## src/rtl/unidade_logica_nbits.sv

```systemverilog
// unidade_logica_nbits: WIDTH-bit bitwise logic unit with eight operations,
// an internal accumulator that can stand in for operand A, zero/parity flags
// and a two-stage valid/ready pipeline with full backpressure.
module unidade_logica_nbits #(
  parameter int WIDTH = 8
) (
  input  logic             clk,
  input  logic             rst,
  input  logic             in_valid,
  output logic             in_ready,
  input  logic [2:0]       op,
  input  logic             acc_sel,
  input  logic [WIDTH-1:0] a,
  input  logic [WIDTH-1:0] b,
  output logic             out_valid,
  input  logic             out_ready,
  output logic [WIDTH-1:0] s,
  output logic             flag_zero,
  output logic             flag_paridade,
  output logic [WIDTH-1:0] acc
);

  // Full 3-bit decode of the logic operation.
  function automatic logic [WIDTH-1:0] logic_op(input logic [2:0] sel,
                                                input logic [WIDTH-1:0] x,
                                                input logic [WIDTH-1:0] y);
    logic [WIDTH-1:0] r;
    case (sel)
      3'b000:  r = x & y;
      3'b001:  r = x | y;
      3'b010:  r = x ^ y;
      3'b011:  r = ~(x & y);
      3'b100:  r = ~(x | y);
      3'b101:  r = ~(x ^ y);
      3'b110:  r = ~x;
      3'b111:  r = y;
      default: r = {WIDTH{1'b0}};
    endcase
    return r;
  endfunction

  // Odd parity of a result word (1 = odd number of ones).
  function automatic logic parity_of(input logic [WIDTH-1:0] x);
    return ^x;
  endfunction

  // Stage 1 registers
  logic             v1_r;
  logic [2:0]       op_r;
  logic             acc_sel_r;
  logic [WIDTH-1:0] a_r;
  logic [WIDTH-1:0] b_r;

  // Handshake / advance controls
  logic             accept_s;
  logic             advance_s;
  logic             drain_s;
  logic [WIDTH-1:0] op_a_s;
  logic [WIDTH-1:0] result_s;

  // S1 may take a new transaction unless both stages are full and the
  // output is stalled; this is the only combinational output.
  assign in_ready  = !v1_r || !out_valid || out_ready;
  assign accept_s  = in_valid && in_ready;
  assign advance_s = v1_r && (!out_valid || out_ready);
  assign drain_s   = out_valid && out_ready;

  // Operand selection and result computation from the S1 registers.
  always_comb begin
    op_a_s   = a_r;
    result_s = {WIDTH{1'b0}};
    if (acc_sel_r) begin
      op_a_s = acc;
    end else begin
      op_a_s = a_r;
    end
    result_s = logic_op(op_r, op_a_s, b_r);
  end

  // Stage 1: capture the operands on an input handshake, empty when they move on.
  always_ff @(posedge clk) begin
    if (rst) begin
      v1_r      <= 1'b0;
      op_r      <= 3'b000;
      acc_sel_r <= 1'b0;
      a_r       <= {WIDTH{1'b0}};
      b_r       <= {WIDTH{1'b0}};
    end else if (accept_s) begin
      v1_r      <= 1'b1;
      op_r      <= op;
      acc_sel_r <= acc_sel;
      a_r       <= a;
      b_r       <= b;
    end else if (advance_s) begin
      v1_r      <= 1'b0;
    end
  end

  // Stage 2: register result, flags and accumulator when S1 advances; hold while stalled.
  always_ff @(posedge clk) begin
    if (rst) begin
      out_valid     <= 1'b0;
      s             <= {WIDTH{1'b0}};
      flag_zero     <= 1'b1;
      flag_paridade <= 1'b0;
      acc           <= {WIDTH{1'b0}};
    end else if (advance_s) begin
      out_valid     <= 1'b1;
      s             <= result_s;
      flag_zero     <= (result_s == {WIDTH{1'b0}});
      flag_paridade <= parity_of(result_s);
      acc           <= result_s;
    end else if (drain_s) begin
      out_valid     <= 1'b0;
    end
  end

endmodule
```

## config.mk

```make
export PLATFORM = sky130hd
export DESIGN_NAME = unidade_logica_nbits
export DESIGN_NICKNAME = d
export VERILOG_FILES = /design/src/rtl/unidade_logica_nbits.sv
export SDC_FILE = /design/constraint.sdc
export NUM_CORES = 1
export LEC_CHECK = 0
export BUFFER_PORTS_ARGS = -buffer_cell sky130_fd_sc_hd__buf_2
export CAP_MARGIN = 0
export CORE_ASPECT_RATIO = 1.4
export CORE_MARGIN = 5
export CORE_UTILIZATION = 50
export CTS_CLUSTER_DIAMETER = 120
export DETAILED_ROUTE_END_ITERATION = 8
export GPL_TIMING_DRIVEN = 0
export PLACE_DENSITY_LB_ADDON = 0.12
export SLEW_MARGIN = 15
export SYNTH_ARGS = -nofsm -noshare
export SYNTH_HDL_FRONTEND = slang
export SYNTH_SLANG_ARGS = --single-unit
```

## constraint.sdc

```tcl
create_clock -name clk -period 3.41 [get_ports clk]
set_clock_uncertainty 0.1 [all_clocks]
set_input_delay 0.5115 -clock clk [delete_from_list [all_inputs] [get_ports clk]]
set_output_delay 0.5115 -clock clk [all_outputs]
set_load 0.01 [all_outputs]
```

; Yosys cells after proc, flatten, opt, wreduce, memory -nomap -nowiden
; Cells that the tools add are included.
[classes]
eq_ne = 7
n_mux = 6
bitwise_logic = 7
reduce_logical = 13
[ops]
columns = cell, n
row1 = one-hot mux 8 bit (8 select lines), 1
row2 = NOT 8 bit, 4
row3 = "equality test 3 bit, second input constant", 4
row4 = AND 8 bit, 1
row5 = zero test 8 bit, 1
row6 = 2-to-1 mux 8 bit, 1
row7 = OR 8 bit, 1
row8 = XOR reduction 8 bit, 1
row9 = XOR 8 bit, 1
row10 = "equality test 3 x 2 -> 1 bit, second input constant", 2
row11 = 2-to-1 mux 1 bit, 4
row12 = nonzero test 2 bit, 2
row13 = "equality test 3 x 1 -> 1 bit, second input constant", 1
row14 = logical AND 1 bit, 3
row15 = zero test 3 bit, 1
row16 = logical OR 1 bit, 3
row17 = zero test 1 bit, 2
[totals]
reg_bits = 32
word_cells = 42

; Depth between registers and ports, before layout
[depth]
ltp_word = 5
mapped_depth = 12

; Worst setup path before layout
; OpenSTA, ideal clock, no wires.
[synth_timing]
path_type = register to register
startpoint = reg acc_sel_r
endpoint = reg flag_paridade
setup_time_ns = 0.086
t_arrival_ns = 2.416
t_required_ns = 3.224
setup_slack_ns = 0.809
path_stages_with_launch = 11
path_buffers = 1
path_cell_list = dfxtp_1 -> buf_6 -> mux2i_1 -> ha_1 -> mux4_2 -> nand2b_4 -> and2_1 -> ha_1 -> xnor2_1 -> xnor2_1 -> a211oi_1
[synth_via]
elab_chain_cells = 5
elab_cells_between_ends = 10
classes_between = mux (2) / bitwise (7) / reduce/logical (1)
[synth_rtl]
columns = item, line
row1 = start: declaration, 50  ; logic acc_sel_r;
row2 = start signal: assignment, 91  ; acc_sel_r <= acc_sel;
row3 = 2-to-1 mux 8 bit (*), 72  ; if (acc_sel_r) begin
row4 = XOR 8 bit (tied with other cells), "31, 34"
row5 = "NOT 8 bit, on equally long branches", "34, 32, 33"
row6 = one-hot mux 8 bit (8 select lines) (*), 28  ; case (sel)
row7 = XOR reduction 8 bit (*), 44  ; return ^x;
row8 = end signal: assignment, 111  ; flag_paridade <= parity_of(result_s);
row9 = end: declaration, 19  ; output logic flag_paridade,
; Every way passes the cells marked *; elsewhere a longest branch is shown, timed or not.
; A chain may end at the register's enable or synchronous reset.

; Worst setup path after layout
; Ends and elaborated chain as after synthesis.

==> tab_implementation.tex <==
\begin{tabular}{lr}
\hline
Metric & Value \\
\hline
\multicolumn{2}{l}{\textbf{Critical path}} \\
Critical path class & flip-flop to flip-flop \\
Worst Setup End Kind & flip-flop \\
Register-to-Register Path Depth & 10 \\
Slowest CP cell & sky130\_fd\_sc\_hd\_\_mux4\_2 \\
Crit path max fanout & 9 \\
Startpoint type of the worst setup path & flip-flop \\
Critical Path, Cell by Cell & buf\_6 > mux2i\_1 > ha\_1 > mux4\_2 > nand2b\_4 > and2\_1 > ha\_1 > xnor2\_1 > xnor2\_1 > a211oi\_1 \\
Biggest cell delay along the critical path & 0.46 ns \\
RR Startpoint & acc\_sel\_r\$\_SDFFE\_PP0P\_ \\
Capture point of the worst reg-to-reg path & flag\_paridade\$\_SDFFE\_PP0P\_ \\
Cell class contributing the biggest share of worst-path delay & multiplexers \\
Reg2Reg Setup Slack & 0.59 ns \\
Crit path DAT & 2.93 ns \\
Required arrival time at the worst endpoint & 3.52 ns \\
Critical path buffers and inverters & 1 \\
\multicolumn{2}{l}{\textbf{Yosys}} \\
Cell type contributing the most total cell area after synthesis & sky130\_fd\_sc\_hd\_\_dfxtp\_1 \\
Post-synth EDFFs & 0 \\
Syn. warnings & 0 \\
Prevailing post-synth register cell & sky130\_fd\_sc\_hd\_\_dfxtp\_1 \\
Asr flop ratio synth & 0 \\
Top cells by area in the synthesized netlist & sky130\_fd\_sc\_hd\_\_dfxtp\_1 (27\%), sky130\_fd\_sc\_hd\_\_ha\_1 (11\%), sky130\_fd\_sc\_hd\_\_nand2\_1 (8.9\%) \\
Sequential share of the synthesized area & 0.270 \\
Net count after synthesis & 332 \\
Number of standard cells after synthesis & 288 \\
Yosys reg bits & 32 \\
Yosys cell types & 49 \\
Fraction of synthesized cell area taken by the top area cell type & 0.270 \\
Synth Cell Area & 0.00237 mm2 \\
Average instance area after synthesis & 8.23 um2 \\
\multicolumn{2}{l}{\textbf{Global route}} \\
Number of antenna violations at the first check in global routing & 0 \\
Maximum number of pins on one net before global-route repair & 11 \\
Number of global-route vias before repair & 2,201 \\
Overall Global Routing Usage & 0.211 \\
First-pass GRT wire length & 10.2 mm \\
Gr ovfl total & 0 \\
\multicolumn{2}{l}{\textbf{Power and ir drop}} \\
Leakage component of the power & 1.31 nW \\
Pwr dens & 383 mW/mm2 \\
Highest ir drop seen on vdd & 0.000221 V \\
\multicolumn{2}{l}{\textbf{Placed design}} \\
Cell total after placement & 393 \\
Number of buffer cells added on primary ports & 43 \\
Total half-perimeter wirelength after legalization and detailed placement & 4.58 mm \\
Last weighted congestion value of the routability-driven placer & 0.852 \\
\multicolumn{2}{l}{\textbf{Detailed routing}} \\
Total via count after detailed routing & 2,247 \\
Routed wire length & 6.24 mm \\
Drt pass-1 iters & 5 \\
Number of routed nets with antenna violations & 0 \\
Avg Vias per Cell & 5.62 \\
Detailed-route wire length on metal 1 & 2.64 mm \\
Top layer reached by signal wires & met4 \\
Metal2 WL & 3.12 mm \\
Wire per inst & 15.6 um \\
Met3 wire length & 406 um \\
Violation count after the first detailed-route iteration & 120 \\
Count of unresolved DRC violations after routing & 0 \\
\multicolumn{2}{l}{\textbf{Cells and area}} \\
Diode insertion count for antenna repair & 0 \\
Number of non-filler instances in the completed layout & 400 \\
Total number of nets in the final design & 382 \\
Relative area change from synthesis to final layout & 16.4\% \\
Fraction of layout instances using a drive strength above 1 & 0.263 \\
\multicolumn{2}{l}{\textbf{Timing}} \\
Worst-Margin Slew & 0.584 ns \\
RSZ-0062 raised after global routing & false \\
Tcrit/Tclk final & 0.827 \\
Achievable clock frequency & 0.355 GHz \\
Fin. max-slew vios & 0 \\
Hold Fails Final Rpt & 0 \\
Setup tns final & 0 ns \\
Slew margin rel. & 0.605 \\
Count of final setup violators & 0 \\
Post-layout min period & 2.82 ns \\
\multicolumn{2}{l}{\textbf{Floorplanning}} \\
Starting density of the core & 0.518 \\
Die W & 68.2 um \\
Number of rows created at floorplan & 29 \\
Total die area & 0.00624 mm2 \\
CORE AREA & 0.00457 mm2 \\
Top Ports & 44 \\
Vertical die dimension & 91.5 um \\
\multicolumn{2}{l}{\textbf{Job}} \\
Count of maximum capacitance violations & 0 \\
\multicolumn{2}{l}{\textbf{Clock tree}} \\
Cell at the root of the clock tree & sky130\_fd\_sc\_hd\_\_clkbuf\_8 \\
Max Root-Sink Buffers & 2 \\
Number of clock sinks & 32 \\
Total of hold buffers inserted after clock tree synthesis & 0 \\
Insertion delay to the later sink of the worst-skew pair & 0.29 ns \\
Number of buffers created by CTS & 5 \\
Post-CTS setup buffer count & 0 \\
Clock tree from TritonCTS & done \\
Clock-pin slew on the worst setup and hold paths & 0.08 ns \\
CTS H-tree lvls & 2 \\
Number of gates given a new drive strength after cts & 0 \\
\multicolumn{2}{l}{\textbf{Min path}} \\
Worst hold path startpoint & a\_r[7]\$\_SDFFE\_PP0P\_ \\
Hold path endpoint & a\_r[7]\$\_SDFFE\_PP0P\_ \\
Worst hold path depth & 2 \\
Type of the most critical hold path & flip-flop to flip-flop \\
\multicolumn{2}{l}{\textbf{Status}} \\
Status & completed \\
\hline
\end{tabular}
[final cells by class]
type | count | area, um2
buffer | 27 | 175
clock buffer | 7 | 96.3
fill | 442 | 1810
inverter | 25 | 96.3
multi-input combinational | 204 | 1460
sequential | 32 | 641
tap | 62 | 77.6
timing repair buffer | 43 | 215
[layout by cell type, fill, tap and decap left out, drive strengths merged, types with 6 or more instances in the layout]
cell,n
buf,62
nand2,56
dfxtp,32
inv,25
a21oi,24
ha,20
clkbuf,15
mux2i,9
o211ai,7
o21ai,7
nor2,7
mux2,6
a41o,6
[synthesized netlist by cell type (all sizes together) (6+ instances only)]
cell / instances
nor2: 7
o211ai: 7
a41o: 6
a21oi: 24
buf: 19
clkbuf: 8
inv: 25
dfxtp: 32
mux2: 6
mux2i: 9
ha: 20
nand2: 56
o21ai: 7
[through the flow]
step / util / total power [mW] / setup slack (ns) / hold WS (ns) / instance area, um2
global placement: 0.582 / 0.726 / 0.616 / 0.347 / 2660
finish: 0.603 / 1.06 / 0.591 / 0.357 / 2760
detailed placement: 0.582 / 0.732 / 0.592 / 0.353 / 2660
global route: 0.603 / 1.11 / 0.352 / 0.368 / 2760
floorplan: - / 0.651 / 0.809 / 0.336 / 2370
CTS: 0.603 / 1.06 / 0.572 / 0.359 / 2760
[kinds of logic after synthesis]
group / Yosys count / synth area share
AO/OA/AOI/OAI: 72 / 0.228
XOR/XNOR: 3 / 0.0111
adder cells (fa/ha/maj): 20 / 0.106
buffers and inverters: 52 / 0.115
flip-flops: 32 / 0.270
multiplexers: 16 / 0.0760
AND/OR/NAND/NOR: 93 / 0.194
[flip-flops by register name, summed over array words and instances (netlist names)]
| register | flops |
|---|---|
| a_r | 8 |
| acc | 8 |
| acc_sel_r | 1 |
| b_r | 8 |
| flag_paridade | 1 |
| flag_zero | 1 |
| op_r | 3 |
| out_valid | 1 |
| v1_r | 1 |
[power by group]
group,internal (mW),switching (mW)
logic,0.148,0.164
registers,0.397,0.0189
clock network,0.180,0.148
total,0.725,0.330
[worst max-delay path by stage]
| stage | slack, ns | to | cells past startpoint | from |
|---|---|---|---|---|
| floorplan | 0.81 | flag_paridade$_SDFFE_PP0P_ | 10 | acc_sel_r$_SDFFE_PP0P_ |
| global placement | 0.62 | flag_paridade$_SDFFE_PP0P_ | 10 | acc_sel_r$_SDFFE_PP0P_ |
| detailed placement | 0.59 | flag_paridade$_SDFFE_PP0P_ | 11 | acc_sel_r$_SDFFE_PP0P_ |
| CTS | 0.57 | flag_paridade$_SDFFE_PP0P_ | 10 | acc_sel_r$_SDFFE_PP0P_ |
| global route | 0.35 | flag_paridade$_SDFFE_PP0P_ | 10 | acc_sel_r$_SDFFE_PP0P_ |
| finish | 0.59 | flag_paridade$_SDFFE_PP0P_ | 10 | acc_sel_r$_SDFFE_PP0P_ |
[worst register-to-register path: stages, from the launching register on]
cell and delay, ns:
sky130_fd_sc_hd__dfxtp_1 0.33, sky130_fd_sc_hd__buf_6 0.17, sky130_fd_sc_hd__mux2i_1 0.31, sky130_fd_sc_hd__ha_1 0.30, sky130_fd_sc_hd__mux4_2 0.46, sky130_fd_sc_hd__nand2b_4 0.16, sky130_fd_sc_hd__and2_1 0.15, sky130_fd_sc_hd__ha_1 0.30
sky130_fd_sc_hd__xnor2_1 0.19, sky130_fd_sc_hd__xnor2_1 0.08, sky130_fd_sc_hd__a211oi_1 0.21
[routing by layer]
| layer | vias up | GRT usage |
|---|---|---|
| met4 | 0 | 0.0912 |
| met2 | 85 | 0.357 |
| li1 | 1112 | - |
| met5 | - | 0 |
| met3 | 9 | 0.0272 |
| met1 | 1041 | 0.257 |
(Power assumes the default switching activity.)
